$ cat src/rtl/hazard_ctrl_pkg.sv
// hazard_ctrl_pkg: shared FSM state type and default multiply latency
package hazard_ctrl_pkg;
   typedef enum logic {IDLE, MUL_WAIT} hz_state_e;
   localparam int MUL_LAT_DEF = 3;
endpackage

$ cat src/rtl/hz_event_cnt.sv
// hz_event_cnt: 32-bit wrapping event counter that holds while the pipeline is AXI-stalled
module hz_event_cnt (
   input  logic        clk_i,
   input  logic        rst_i,
   input  logic        en_i,
   input  logic        stall_i,
   output logic [31:0] cnt_o
);
   logic [31:0] cnt_q, cnt_d;
   // next count wraps naturally at 32 bits
   always_comb cnt_d = cnt_q + 32'd1;
   // count only enabled, non-stalled cycles
   always_ff @(posedge clk_i or posedge rst_i)
      if (rst_i) cnt_q <= '0;
      else if (en_i & ~stall_i) cnt_q <= cnt_d;
   assign cnt_o = cnt_q;
endmodule

$ cat src/rtl/hazard_ctrl.sv
// hazard_ctrl: multiply-latency hold, load-use bubble and redirect flush control with event counters
module hazard_ctrl
   import hazard_ctrl_pkg::*;
#(
   parameter int MUL_LAT = MUL_LAT_DEF
) (
   input  logic        clk_i,
   input  logic        rst_i,
   input  logic        stall_axi_im_i,
   input  logic        stall_axi_dm_i,
   input  logic [4:0]  id_rs1_i,
   input  logic [4:0]  id_rs2_i,
   input  logic        id_uses_rs1_i,
   input  logic        id_uses_rs2_i,
   input  logic [4:0]  ex_rd_i,
   input  logic        ex_mem_read_i,
   input  logic        ex_mul_i,
   input  logic        ex_branch_taken_i,
   output logic        hold_o,
   output logic        bubble_o,
   output logic        id_flush_o,
   output logic        ex_flush_o,
   output logic        mul_done_o,
   output logic [31:0] stall_cnt_o,
   output logic [31:0] flush_cnt_o
);
   localparam logic [2:0] MUL_INIT = 3'(MUL_LAT - 2);
   localparam bit MUL_MULTI = MUL_LAT > 1;
   hz_state_e  state_q, state_d;
   logic [2:0] mul_cnt_q, mul_cnt_d;
   logic       axi_stall, load_use, mul_hold, mul_fin;
   // hazard decode and next-state; outputs are forced quiet while in reset
   always_comb begin
      axi_stall = stall_axi_im_i | stall_axi_dm_i;
      load_use = ex_mem_read_i & (|ex_rd_i) &
                 ((id_uses_rs1_i & (id_rs1_i == ex_rd_i)) | (id_uses_rs2_i & (id_rs2_i == ex_rd_i)));
      mul_hold = (state_q == MUL_WAIT) ? (mul_cnt_q != 3'd0) : (ex_mul_i & MUL_MULTI);
      mul_fin = (state_q == MUL_WAIT) ? (mul_cnt_q == 3'd0) : (ex_mul_i & ~MUL_MULTI);
      hold_o = ~rst_i & mul_hold;
      mul_done_o = ~rst_i & mul_fin;
      id_flush_o = ~rst_i & ex_branch_taken_i & ~mul_hold;
      ex_flush_o = id_flush_o;
      bubble_o = ~rst_i & load_use & ~mul_hold & ~ex_branch_taken_i;
      state_d = state_q;
      mul_cnt_d = mul_cnt_q;
      if (!axi_stall) begin
         if (state_q == IDLE && ex_mul_i && MUL_MULTI) begin
            state_d = MUL_WAIT;
            mul_cnt_d = MUL_INIT;
         end else if (state_q == MUL_WAIT) begin
            state_d = (mul_cnt_q == 3'd0) ? IDLE : MUL_WAIT;
            mul_cnt_d = (mul_cnt_q == 3'd0) ? 3'd0 : mul_cnt_q - 3'd1;
         end
      end
   end
   // multiply FSM state; reset abandons any multiply in flight
   always_ff @(posedge clk_i or posedge rst_i)
      if (rst_i) begin
         state_q <= IDLE;
         mul_cnt_q <= 3'd0;
      end else begin
         state_q <= state_d;
         mul_cnt_q <= mul_cnt_d;
      end
   hz_event_cnt u_stall_cnt (
      .clk_i  (clk_i),
      .rst_i  (rst_i),
      .en_i   (hold_o | bubble_o),
      .stall_i(axi_stall),
      .cnt_o  (stall_cnt_o)
   );
   hz_event_cnt u_flush_cnt (
      .clk_i  (clk_i),
      .rst_i  (rst_i),
      .en_i   (ex_flush_o),
      .stall_i(axi_stall),
      .cnt_o  (flush_cnt_o)
   );
endmodule

$ cat config.mk
export PLATFORM = sky130hd
export DESIGN_NAME = hazard_ctrl
export DESIGN_NICKNAME = d
export VERILOG_FILES = /design/src/rtl/hazard_ctrl_pkg.sv /design/src/rtl/hz_event_cnt.sv /design/src/rtl/hazard_ctrl.sv
export SDC_FILE = /design/constraint.sdc
export NUM_CORES = 1
export LEC_CHECK = 0
export BUFFER_PORTS_ARGS = -buffer_cell sky130_fd_sc_hd__buf_4
export CORE_UTILIZATION = 52
export CTS_CLUSTER_SIZE = 25
export DETAILED_ROUTE_END_ITERATION = 6
export MAX_ROUTING_LAYER = met4
export PLACE_DENSITY = 0.85
export SETUP_SLACK_MARGIN = 0.2
export SLEW_MARGIN = 20
export SYNTH_ARGS = -nofsm -noshare
export SYNTH_HDL_FRONTEND = slang
export SYNTH_SLANG_ARGS = --single-unit
$ cat constraint.sdc
create_clock -name clk_i -period 3 [get_ports clk_i]
set_clock_uncertainty 0.05 [all_clocks]
set_input_delay 0.6 -clock clk_i [delete_from_list [all_inputs] [get_ports clk_i]]
set_output_delay 0.6 -clock clk_i [all_outputs]
set_load 0.02 [all_outputs]
After elaboration in Yosys (flattened, before gate mapping)
Index checks and enable logic that the tools add are counted.
Cells by class
  add/sub/neg operators: 3
  multipliers: 0
  divide/modulo/power cells: 0
  order comparisons: 0
  eq/ne operators: 2
  shift operators: 0
  muxes and demuxes: 8
  bitwise logic cells: 21
  reduce and logical (&&, ||, !) cells: 6
Operator list (number)
  adder 32 x 1 -> 32 bit (second input constant): 2
  AND 1 bit: 13
  equality test 5 bit: 2
  2-to-1 mux 3 bit: 3
  2-to-1 mux 1 bit: 5
  inverter 1 bit: 5
  OR reduction 5 bit: 1
  logical NOT 3 bit: 1
  OR 1 bit: 3
  nonzero test 3 bit: 1
  subtractor 3 x 1 -> 3 bit (second input constant): 1
  AND reduction 2 bit: 1
  nonzero test 2 bit: 1
  logical AND 1 bit: 1
Word-level totals
  bits in registers: 68
  latch bits: 0
  RAM bits: 0
  memory bits (read-only): 0
  input bits: 24
  output and inout bits: 69
  memories kept: 0

Logic depth before layout (Yosys ltp)
Gate-level depths: netlist (run 1).
  depth in word-level cells: 9
  depth in mapped cells: 7
  depth with buffers taken out: 6

Hierarchy
A second synthesis (run 1) with hierarchy kept.
Second synthesis, totals
  cell total of the unflattened synthesis: 307
  area, all modules: 3333.2 um2
Modules (own cells, without submodules)
  hz_event_cnt at u_stall_cnt: instances 1, cells an instance 129, area each 1465.2 um2, seq. area each 800.8 um2
  hz_event_cnt at u_flush_cnt: instances 1, cells an instance 131, area each 1460.2 um2, seq. area each 800.8 um2
  hazard_ctrl: instances 1, cells an instance 47, area each 407.9 um2, seq. area each 100.1 um2

Worst setup path after synthesis (run 1)
Ideal clock, no wire load.
  path kind: in2reg
  from: input ex_rd_i[1]
  to: register u_stall_cnt.cnt_q[1], in the netlist u_stall_cnt.cnt_o[1]
  library setup time: 0.128 ns
  data arrival time: 2.063 ns
  required time: 2.822 ns
  setup slack: 0.759 ns
  cell stages on the path: 6
  path through: or4_1 > nor2_1 > nor4b_2 > a31oi_2 > buf_2 > mux2_1
Between the ends
  cells in the longest elaborated chain, start to end: 9
  elaborated cells between the ends (all ways): 13
  those cells by class: 2 x eq/ne; 10 x bitwise; 1 x reduce/logical
RTL lines
  start: declaration: line hazard_ctrl.sv:15  | input logic [4:0] ex_rd_i,
  equality test 5 bit: line hazard_ctrl.sv:36  | ((id_uses_rs1_i & (id_rs1_i == ex_rd_i)) | (id_uses_rs2_i & (id_rs2_i == ex_rd_i)));
  AND 1 bit: line hazard_ctrl.sv:36
  OR 1 bit: line hazard_ctrl.sv:36
  AND 1 bit (*): line hazard_ctrl.sv:35  | load_use = ex_mem_read_i & (|ex_rd_i) &
  AND 1 bit (*) (3 in a row): line hazard_ctrl.sv:43  | bubble_o = ~rst_i & load_use & ~mul_hold & ~ex_branch_taken_i;
  OR 1 bit (*): line hazard_ctrl.sv:68  | .en_i (hold_o | bubble_o),
  AND 1 bit (*): line hz_event_cnt.sv:15  | else if (en_i & ~stall_i) cnt_q <= cnt_d;
  end signal: assignment: line hz_event_cnt.sv:15
  end: declaration: line hz_event_cnt.sv:9  | logic [31:0] cnt_q, cnt_d;
Every way passes the cells marked *; elsewhere a longest branch is shown, timed or not.
A chain may end at the register's enable or synchronous reset.

Worst setup path after layout (run 1)
  from: register mul_cnt_q[0]
  to: output ex_flush_o
Between the ends
  cells in the longest elaborated chain, start to end: 4
RTL lines
  start: declaration: line hazard_ctrl.sv:30  | logic [2:0] mul_cnt_q, mul_cnt_d;
  start signal: assignment: line hazard_ctrl.sv:63  | mul_cnt_q <= mul_cnt_d;
  nonzero test 3 bit: line hazard_ctrl.sv:37  | mul_hold = (state_q == MUL_WAIT) ? (mul_cnt_q != 3'd0) : (ex_mul_i & MUL_MULTI);
  2-to-1 mux 1 bit: line hazard_ctrl.sv:37
  inverter 1 bit: line hazard_ctrl.sv:41  | id_flush_o = ~rst_i & ex_branch_taken_i & ~mul_hold;
  AND 1 bit: line hazard_ctrl.sv:41
  end: declaration: line hazard_ctrl.sv:22  | output logic ex_flush_o,
Every way passes these cells.

==> results of run 1 <==
-- logic make-up (layout without fill, tap and decap cells) --
group / Yosys count / in the layout
and+or+nand+nor: 145 / 145
muxes: 3 / 3
AOI/OAI and AO/OA: 8 / 8
DFF: 68 / 68
adders and majority gates: 2 / 2
buffers and inverters: 15 / 119
xor gates and xnor gates: 72 / 72
-- worst register-to-register path, stage by stage (launching register included) --
cell                      delay [ns]
sky130_fd_sc_hd__dfrtp_1        0.43
sky130_fd_sc_hd__or4b_4         0.59
sky130_fd_sc_hd__nand2_1        0.15
sky130_fd_sc_hd__nor3_1         0.07
sky130_fd_sc_hd__a31oi_2        0.14
sky130_fd_sc_hd__buf_4          0.33
sky130_fd_sc_hd__mux2_1         0.36
-- Yosys cell counts (8+ instances only) --
master,n
sky130_fd_sc_hd__nand3_1,20
sky130_fd_sc_hd__and3_1,9
sky130_fd_sc_hd__nor3_1,14
sky130_fd_sc_hd__xnor2_1,40
sky130_fd_sc_hd__nand4_1,14
sky130_fd_sc_hd__inv_1,8
sky130_fd_sc_hd__nor2_1,23
sky130_fd_sc_hd__xor2_1,32
sky130_fd_sc_hd__dfrtp_1,68
sky130_fd_sc_hd__nor4_1,10
sky130_fd_sc_hd__nand2_1,33
-- registers in the layout, summed over array words and instances, names as in the netlist --
register / count
u_flush_cnt.cnt_o: 32
mul_cnt_q: 3
state_q: 1
u_stall_cnt.cnt_o: 32
-- power by group --
group,switching (W),total [W],internal [W],leakage [nW]
clock,0.000357,0.000788,0.000431,0.102
sequential,0.0000828,0.00106,0.000977,0.910
combinational,0.000211,0.000387,0.000176,1.20
-- stage by stage --
| step | hold WS [ns] | util | worst slack (ns) | instances |
|---|---|---|---|---|
| 2_1_floorplan | 0.4534 | - | 0.6385 | 313 |
| 3_3_place_gp | 0.4098 | 0.6792 | 0.5438 | 476 |
| 3_5_place_dp | 0.4167 | 0.6792 | 0.5043 | 476 |
| 4_1_cts | 0.3813 | 0.7139 | 0.4895 | 492 |
| 5_1_grt | 0.4143 | 0.7139 | 0.4386 | 492 |
| 6_report | 0.3608 | 0.7139 | 0.5008 | 492 |
-- metal layers --
| metal | up-vias | share of wire | global-route usage |
|---|---|---|---|
| li1 | 1274 | - | - |
| met2 | 80 | 0.51 | 0.3901 |
| met5 | - | 0 | - |
| met3 | 8 | 0.045 | 0.04556 |
| met1 | 1280 | 0.43 | 0.2871 |
| met4 | 0 | 0.0090 | 0.09123 |
-- worst max-delay path by stage --
stage                                        start                                to  slack, ns  depth (start not counted)
after CTS                 mul_cnt_q[0]$_DFFE_PP0P_                        ex_flush_o       0.49                          3
after global placement                  ex_rd_i[1]  u_stall_cnt.cnt_o[1]$_DFFE_PP0P_       0.54                          7
after detailed placement                ex_rd_i[1]  u_stall_cnt.cnt_o[1]$_DFFE_PP0P_       0.50                          7
after floorplan                              rst_i          mul_cnt_q[0]$_DFFE_PP0P_       0.64                          1
final                     mul_cnt_q[0]$_DFFE_PP0P_                        ex_flush_o       0.50                          3
after global routing      mul_cnt_q[0]$_DFFE_PP0P_                        ex_flush_o       0.44                          3
-- layout make-up --
type                    instances  area (sq um)  share of cell area
clock buffers                  11         151.4             0.03499
clock inverters                 5         58.81             0.01359
inverters                       9         33.78            0.007808
multi-input cells             230          1569              0.3626
flip-flops and latches         68          1702              0.3933
well taps                      75         93.84             0.02169
repair buffers                 94         718.2              0.1660
==> metrics.txt, run 1 <==
# TYPE chip_impl_metric gauge
chip_impl_info{name="rsz0062_at_grt",value="false"} 1
chip_impl_metric{name="design_area",unit="sq um"} 4327
chip_impl_info{name="synth.largest_area_cell",value="sky130_fd_sc_hd__dfrtp_1"} 1
chip_impl_metric{name="cts.hold.buffers_added",unit=""} 0
chip_impl_metric{name="routabilityCongestion",unit=""} 0.8170
chip_impl_metric{name="die_area",unit="sq um"} 6736
chip_impl_metric{name="timing_hold_violations_final",unit=""} 0
chip_impl_info{name="worst_r2r_startpoint",value="mul_cnt_q[0]$_DFFE_PP0P_"} 1
chip_impl_metric{name="tightestPinTransition",unit="ns"} 0.6956
chip_impl_metric{name="path_max_fanout",unit=""} 7
chip_impl_metric{name="number_of_antenna_violations_at_the_first_check_in_global_routing",unit=""} 0
chip_impl_metric{name="die_height",unit="um"} 82.08
chip_impl_metric{name="avgRoutedWirePerCell",unit="um"} 14.64
chip_impl_info{name="cpLargestDelayFamily",value="simple AND/OR/NAND/NOR gates"} 1
chip_impl_metric{name="drt_pre_antenna_iters",unit=""} 4
chip_impl_metric{name="initial_standard_cell_utilization_of_the_core",unit=""} 0.5502
chip_impl_metric{name="critical_path_buf_inv_count",unit=""} 1
chip_impl_metric{name="insertion_delay",unit="ns"} 0.33
chip_impl_info{name="critPathCaptureType",value="output pin"} 1
chip_impl_info{name="critPathLaunchType",value="register"} 1
chip_impl_info{name="hp-class",value="in2async"} 1
chip_impl_info{name="worst_r2r_endpoint",value="u_stall_cnt.cnt_o[1]$_DFFE_PP0P_"} 1
chip_impl_metric{name="seq_cells_post_synth",unit=""} 68
chip_impl_metric{name="ys_async_sr_fraction",unit=""} 1.000
chip_impl_metric{name="via_count_of_the_routed_design",unit=""} 2642
chip_impl_metric{name="io_buffers",unit=""} 92
chip_impl_metric{name="die_w",unit="um"} 82.08
chip_impl_metric{name="antenna-diode-count",unit=""} 0
chip_impl_metric{name="fin_setup_tns",unit="ns"} 0
chip_impl_metric{name="maxSlewViolCount",unit=""} 0
chip_impl_metric{name="report.final.setup_viol",unit=""} 0
chip_impl_info{name="outcome",value="complete, no violations"} 1
chip_impl_metric{name="postRouteWirelength",unit="um"} 7203
chip_impl_metric{name="power-per-cell-area",unit="nW/um^2"} 516.5
chip_impl_info{name="synth_area_leaders",value="sky130_fd_sc_hd__dfrtp_1 51%, sky130_fd_sc_hd__xnor2_1 11%, sky130_fd_sc_hd__xor2_1 8.4%"} 1
chip_impl_metric{name="slew_headroom",unit=""} 0.5356
chip_impl_metric{name="required_time_of_the_critical_path",unit="ns"} 2.35
chip_impl_metric{name="core-area",unit="sq um"} 6061
chip_impl_metric{name="rows",unit=""} 28
chip_impl_info{name="cts_tree",value="yes"} 1
chip_impl_metric{name="cts_inserted_buffers",unit=""} 9
chip_impl_metric{name="clock_tree.htree_level_count",unit=""} 3
chip_impl_metric{name="clockBufferDepth",unit=""} 2
chip_impl_metric{name="area_growth",unit="%"} 29.76
chip_impl_info{name="layout_common_cells",value="93 x sky130_fd_sc_hd__buf_4, 68 x sky130_fd_sc_hd__dfrtp_1, 40 x sky130_fd_sc_hd__xnor2_1"} 1
chip_impl_metric{name="r2r_slack",unit="ns"} 0.75
chip_impl_metric{name="power",unit="W"} 0.002235
chip_impl_metric{name="synth_compound_area_frac",unit=""} 0.01951
chip_impl_metric{name="yosys.area_share.simple",unit=""} 0.2447
chip_impl_metric{name="mappedNetlistArea",unit="sq um"} 3334
chip_impl_metric{name="cellLeakagePower",unit="nW"} 2.212
chip_impl_metric{name="mean_syn_cell_area",unit="sq um"} 10.65
chip_impl_metric{name="detail_route.vias_per_cell",unit=""} 5.370
chip_impl_metric{name="drive_above_1_share",unit=""} 0.3022
chip_impl_metric{name="count_of_buffers_added_by_post_cts_timing_repair_for_setup",unit=""} 0
chip_impl_metric{name="synth_edf_count",unit=""} 0
chip_impl_metric{name="number_of_clock_sinks_seen_by_cts",unit=""} 68
chip_impl_metric{name="drv_cap",unit=""} 0
chip_impl_metric{name="worst-r2r-cell-count",unit=""} 6
chip_impl_info{name="synth-main-ff-cell",value="sky130_fd_sc_hd__dfrtp_1"} 1
chip_impl_metric{name="grt_remaining_overflow",unit=""} 0
chip_impl_metric{name="muxShareOfSynthArea",unit=""} 0.009756
chip_impl_metric{name="cts.clk_slew.worst_paths",unit="ns"} 0.08
chip_impl_metric{name="yosys.area.top_type_share",unit=""} 0.5103
chip_impl_metric{name="post_synth_fa_ha_maj_area_fraction",unit=""} 0.007505
chip_impl_metric{name="synthesis.instances",unit=""} 313
chip_impl_info{name="cp_cell_sequence",value="or4b_4 > a21oi_4 > buf_4"} 1
chip_impl_metric{name="dpl-instance-area",unit="sq um"} 4116
chip_impl_metric{name="timing.final.crit_share",unit=""} 0.8331
chip_impl_info{name="crit_path_top_delay_cell",value="sky130_fd_sc_hd__or4b_4"} 1
chip_impl_metric{name="postSynthNetCount",unit=""} 339
chip_impl_metric{name="grt.total_usage",unit=""} 0.2371
chip_impl_metric{name="nets_final",unit=""} 438
chip_impl_info{name="root_buffer",value="sky130_fd_sc_hd__clkbuf_8"} 1
chip_impl_metric{name="detailedPlacementHpwl",unit="um"} 5205
chip_impl_metric{name="post_cts_resized",unit=""} 0
chip_impl_metric{name="boundaryPins",unit=""} 93
chip_impl_metric{name="final.fill_count",unit=""} 461
chip_impl_metric{name="drc_errors",unit=""} 0
chip_impl_metric{name="grt_pass1_wl",unit="um"} 11860
chip_impl_metric{name="max-vdd-ir-drop",unit="mV"} 0.4223
chip_impl_metric{name="critical_path.max_stage_delay",unit="ns"} 0.59
chip_impl_metric{name="worst_ep_arrival_time",unit="ns"} 1.85
chip_impl_metric{name="synth-warning-count",unit=""} 0
chip_impl_metric{name="max_clock_freq",unit="MHz"} 400.1
chip_impl_info{name="commonest_non_fill_non_tap_cell_in_the_layout",value="sky130_fd_sc_hd__buf_4"} 1
chip_impl_metric{name="first_global_vias",unit=""} 2567
chip_impl_metric{name="pin_count_of_the_biggest_net_entering_global_routing",unit=""} 37
chip_impl_metric{name="drtIter0Drc",unit=""} 83
chip_impl_metric{name="synth-xor-area-share",unit=""} 0.1891
chip_impl_metric{name="synth_sequential_area_ratio",unit=""} 0.5103
chip_impl_info{name="largest_family_of_logic_cells_by_synthesized_area",value="simple AND/OR/NAND/NOR gates"} 1
chip_impl_metric{name="antenna_violating_nets_post_route",unit=""} 0
chip_impl_info{name="criticalPathCategory",value="reg2out"} 1
chip_impl_metric{name="final.min_clock_period",unit="ns"} 2.499
chip_impl_metric{name="netlist-cell-type-count",unit=""} 42
(Power assumes the default switching activity.)
==> inputs of run 2 (changes only) <==
==> constraint.sdc (replaced) <==
create_clock -name clk_i -period 2.4 [get_ports clk_i]
set_clock_uncertainty 0.05 [all_clocks]
set_input_delay 0.48 -clock clk_i [delete_from_list [all_inputs] [get_ports clk_i]]
set_output_delay 0.48 -clock clk_i [all_outputs]
set_load 0.02 [all_outputs]
==> run 2 against run 1 <==
Effect of this change: design area is 3.2% higher; non-clock buffer count up 15; critical path depth grew 1; sequential share of layout area is 1.2 points lower; total power rose by 28%; first-iteration DRC count is 42% higher; via count rose by 3.6%.
==> metrics.txt, run 2 (synthesis results as in run 1) <==
# TYPE chip_impl_metric gauge
chip_impl_info{name="outcome",value="complete, no violations"} 1
chip_impl_metric{name="drv_cap",unit=""} 0
chip_impl_metric{name="cts.clk_slew.worst_paths",unit="ns"} 0.07
chip_impl_metric{name="io_buffers",unit=""} 92
chip_impl_metric{name="cellLeakagePower",unit="nW"} 2.291
chip_impl_info{name="criticalPathCategory",value="reg2out"} 1
chip_impl_metric{name="clock_tree.htree_level_count",unit=""} 3
chip_impl_info{name="critPathCaptureType",value="output pin"} 1
chip_impl_metric{name="tightestPinTransition",unit="ns"} 0.5327
chip_impl_metric{name="timing_hold_violations_final",unit=""} 0
chip_impl_metric{name="r2r_slack",unit="ns"} 0.28
chip_impl_info{name="hp-class",value="in2async"} 1
chip_impl_metric{name="worst_ep_arrival_time",unit="ns"} 1.72
chip_impl_info{name="busiest_layer",value="met2"} 1
chip_impl_metric{name="area_growth",unit="%"} 33.85
chip_impl_metric{name="required_time_of_the_critical_path",unit="ns"} 1.87
chip_impl_metric{name="grt_util_met1",unit=""} 0.2762
chip_impl_metric{name="final.fill_count",unit=""} 430
chip_impl_metric{name="drc_errors",unit=""} 0
chip_impl_metric{name="drt_pre_antenna_iters",unit=""} 4
chip_impl_metric{name="placed_cells",unit=""} 481
chip_impl_metric{name="path_max_fanout",unit=""} 3
chip_impl_metric{name="die_w",unit="um"} 82.08
chip_impl_metric{name="initial_standard_cell_utilization_of_the_core",unit=""} 0.5502
chip_impl_metric{name="avgRoutedWirePerCell",unit="um"} 14.44
chip_impl_metric{name="routabilityCongestion",unit=""} 0.8171
chip_impl_metric{name="grt.met2_usage",unit=""} 0.4157
chip_impl_metric{name="count_of_non_filler_cells_in_the_finished_layout",unit=""} 507
chip_impl_metric{name="rows",unit=""} 28
chip_impl_metric{name="number_of_clock_sinks_seen_by_cts",unit=""} 68
chip_impl_metric{name="dpl-instance-area",unit="sq um"} 4170
chip_impl_metric{name="clockBufferDepth",unit=""} 2
chip_impl_metric{name="timing.final.crit_share",unit=""} 0.9378
chip_impl_metric{name="fin_setup_tns",unit="ns"} 0
chip_impl_metric{name="max_clock_freq",unit="MHz"} 444.3
chip_impl_metric{name="critical_path.max_stage_delay",unit="ns"} 0.56
chip_impl_metric{name="final-seq-area",unit="sq um"} 1703
chip_impl_metric{name="max-vdd-ir-drop",unit="mV"} 0.5024
chip_impl_metric{name="slew_headroom",unit=""} 0.6441
chip_impl_metric{name="power-per-cell-area",unit="nW/um^2"} 639.4
chip_impl_metric{name="final.min_clock_period",unit="ns"} 2.251
chip_impl_metric{name="design_area",unit="sq um"} 4463
chip_impl_metric{name="grt_remaining_overflow",unit=""} 0
chip_impl_metric{name="grt_pass1_wl",unit="um"} 11990
chip_impl_metric{name="core-area",unit="sq um"} 6061
chip_impl_metric{name="hold-worst-slack",unit="ns"} 0.1629
chip_impl_metric{name="critical_path_buf_inv_count",unit=""} 2
chip_impl_metric{name="first_global_vias",unit=""} 2654
chip_impl_metric{name="via_count_of_the_routed_design",unit=""} 2736
chip_impl_info{name="layout_common_cells",value="104 x sky130_fd_sc_hd__buf_4, 67 x sky130_fd_sc_hd__dfrtp_1, 40 x sky130_fd_sc_hd__xnor2_1"} 1
chip_impl_metric{name="detail_route.vias_per_cell",unit=""} 5.396
chip_impl_metric{name="report.final.setup_viol",unit=""} 0
chip_impl_metric{name="insertion_delay",unit="ns"} 0.34
chip_impl_info{name="crit_path_top_delay_cell",value="sky130_fd_sc_hd__or4b_4"} 1
chip_impl_metric{name="multi_input_area",unit="sq um"} 1572
chip_impl_metric{name="cts.hold.buffers_added",unit=""} 0
chip_impl_info{name="critPathLaunchType",value="register"} 1
chip_impl_metric{name="die_height",unit="um"} 82.08
chip_impl_info{name="commonest_non_fill_non_tap_cell_in_the_layout",value="sky130_fd_sc_hd__buf_4"} 1
chip_impl_metric{name="power",unit="W"} 0.002854
chip_impl_metric{name="nets_final",unit=""} 453
chip_impl_metric{name="number_of_antenna_violations_at_the_first_check_in_global_routing",unit=""} 0
chip_impl_metric{name="global_route.usage.met3",unit=""} 0.07444
chip_impl_metric{name="detailedPlacementHpwl",unit="um"} 5349
chip_impl_metric{name="drtIter0Drc",unit=""} 118
chip_impl_metric{name="antenna-diode-count",unit=""} 0
chip_impl_metric{name="drive_above_1_share",unit=""} 0.3287
chip_impl_metric{name="grt.total_usage",unit=""} 0.2463
chip_impl_metric{name="pin_count_of_the_biggest_net_entering_global_routing",unit=""} 35
chip_impl_info{name="cts_tree",value="yes"} 1
chip_impl_info{name="rsz0062_at_grt",value="true"} 1
chip_impl_metric{name="cts_inserted_buffers",unit=""} 9
chip_impl_metric{name="antenna_violating_nets_post_route",unit=""} 0
chip_impl_info{name="cpLargestDelayFamily",value="simple AND/OR/NAND/NOR gates"} 1
chip_impl_metric{name="maxSlewViolCount",unit=""} 0
chip_impl_metric{name="boundaryPins",unit=""} 93
chip_impl_metric{name="postRouteWirelength",unit="um"} 7321
chip_impl_info{name="root_buffer",value="sky130_fd_sc_hd__clkbuf_8"} 1
chip_impl_metric{name="die_area",unit="sq um"} 6736
chip_impl_info{name="path_common_cell",value="sky130_fd_sc_hd__buf_6"} 1
chip_impl_info{name="cp_cell_sequence",value="or4b_4 > a21oi_4 > buf_6 > buf_6"} 1
## run 2: cell count changes in the layout (fill, tap and decap cells not counted)
| cell | delta |
|---|---|
| sky130_fd_sc_hd__buf_12 | +1 |
| sky130_fd_sc_hd__buf_4 | +11 |
| sky130_fd_sc_hd__buf_6 | +3 |
| sky130_fd_sc_hd__clkbuf_1 | +1 |
| sky130_fd_sc_hd__clkinv_2 | +1 |
| sky130_fd_sc_hd__dfrtp_1 | -1 |
| sky130_fd_sc_hd__dfrtp_2 | +1 |
| sky130_fd_sc_hd__inv_2 | -1 |
| sky130_fd_sc_hd__inv_6 | -1 |
| sky130_fd_sc_hd__nand2_1 | -1 |
| sky130_fd_sc_hd__nand2_2 | +1 |
## run 2: path summary, 6_finish.rpt
| check | startpoint | end | cells after the start |
|---|---|---|---|
| setup / recovery | mul_cnt_q[1]$_DFFE_PP0P_ | ex_flush_o | 4 |
| hold / removal | rst_i | u_stall_cnt.cnt_o[5]$_DFFE_PP0P_ | 2 |
| setup reg to reg | mul_cnt_q[1]$_DFFE_PP0P_ | u_flush_cnt.cnt_o[24]$_DFFE_PP0P_ | 7 |
| hold reg to reg | u_stall_cnt.cnt_o[31]$_DFFE_PP0P_ | u_stall_cnt.cnt_o[31]$_DFFE_PP0P_ | 1 |
| max in group asynchronous | rst_i | u_stall_cnt.cnt_o[16]$_DFFE_PP0P_ | 3 |
| min in group clk_i | u_stall_cnt.cnt_o[31]$_DFFE_PP0P_ | u_stall_cnt.cnt_o[31]$_DFFE_PP0P_ | 1 |
## run 2: cell type report
class / count / area share
multi-input combinational: 230 / 0.3521
inverter: 9 / 0.008410
timing repair buffer: 109 / 0.1915
sequential: 68 / 0.3816
clock inverter: 4 / 0.01065
tap: 75 / 0.02103
clock buffer: 12 / 0.03476
## run 2: report_power, final
part           switching, W  internal (W)  leakage [nW]
registers         0.0000908       0.00122         0.909
logic              0.000308      0.000283          1.28
clock network      0.000416      0.000533         0.102
## run 2: repair_timing
item                       in CTS  in global routing
resized for setup               4                  1
setup endpoints to repair       4                  8
pin swaps                       2                  2
setup buffers                   6                  4
## run 2: routing by layer
metal / vias to the layer above / wire (um)
met5: - / 0
met4: 0 / 47
met3: 6 / 386
met2: 85 / 3888
met1: 1345 / 2998
li1: 1300 / -
## run 2: per-stage QoR
| stage | worst slack (ns) | util |
|---|---|---|
| floorplan | 0.2467 | - |
| global placement | 0.1682 | 0.6881 |
| detailed placement | 0.1479 | 0.6881 |
| CTS | 0.1326 | 0.7312 |
| global route | 0.09273 | 0.7364 |
| finish | 0.1492 | 0.7364 |
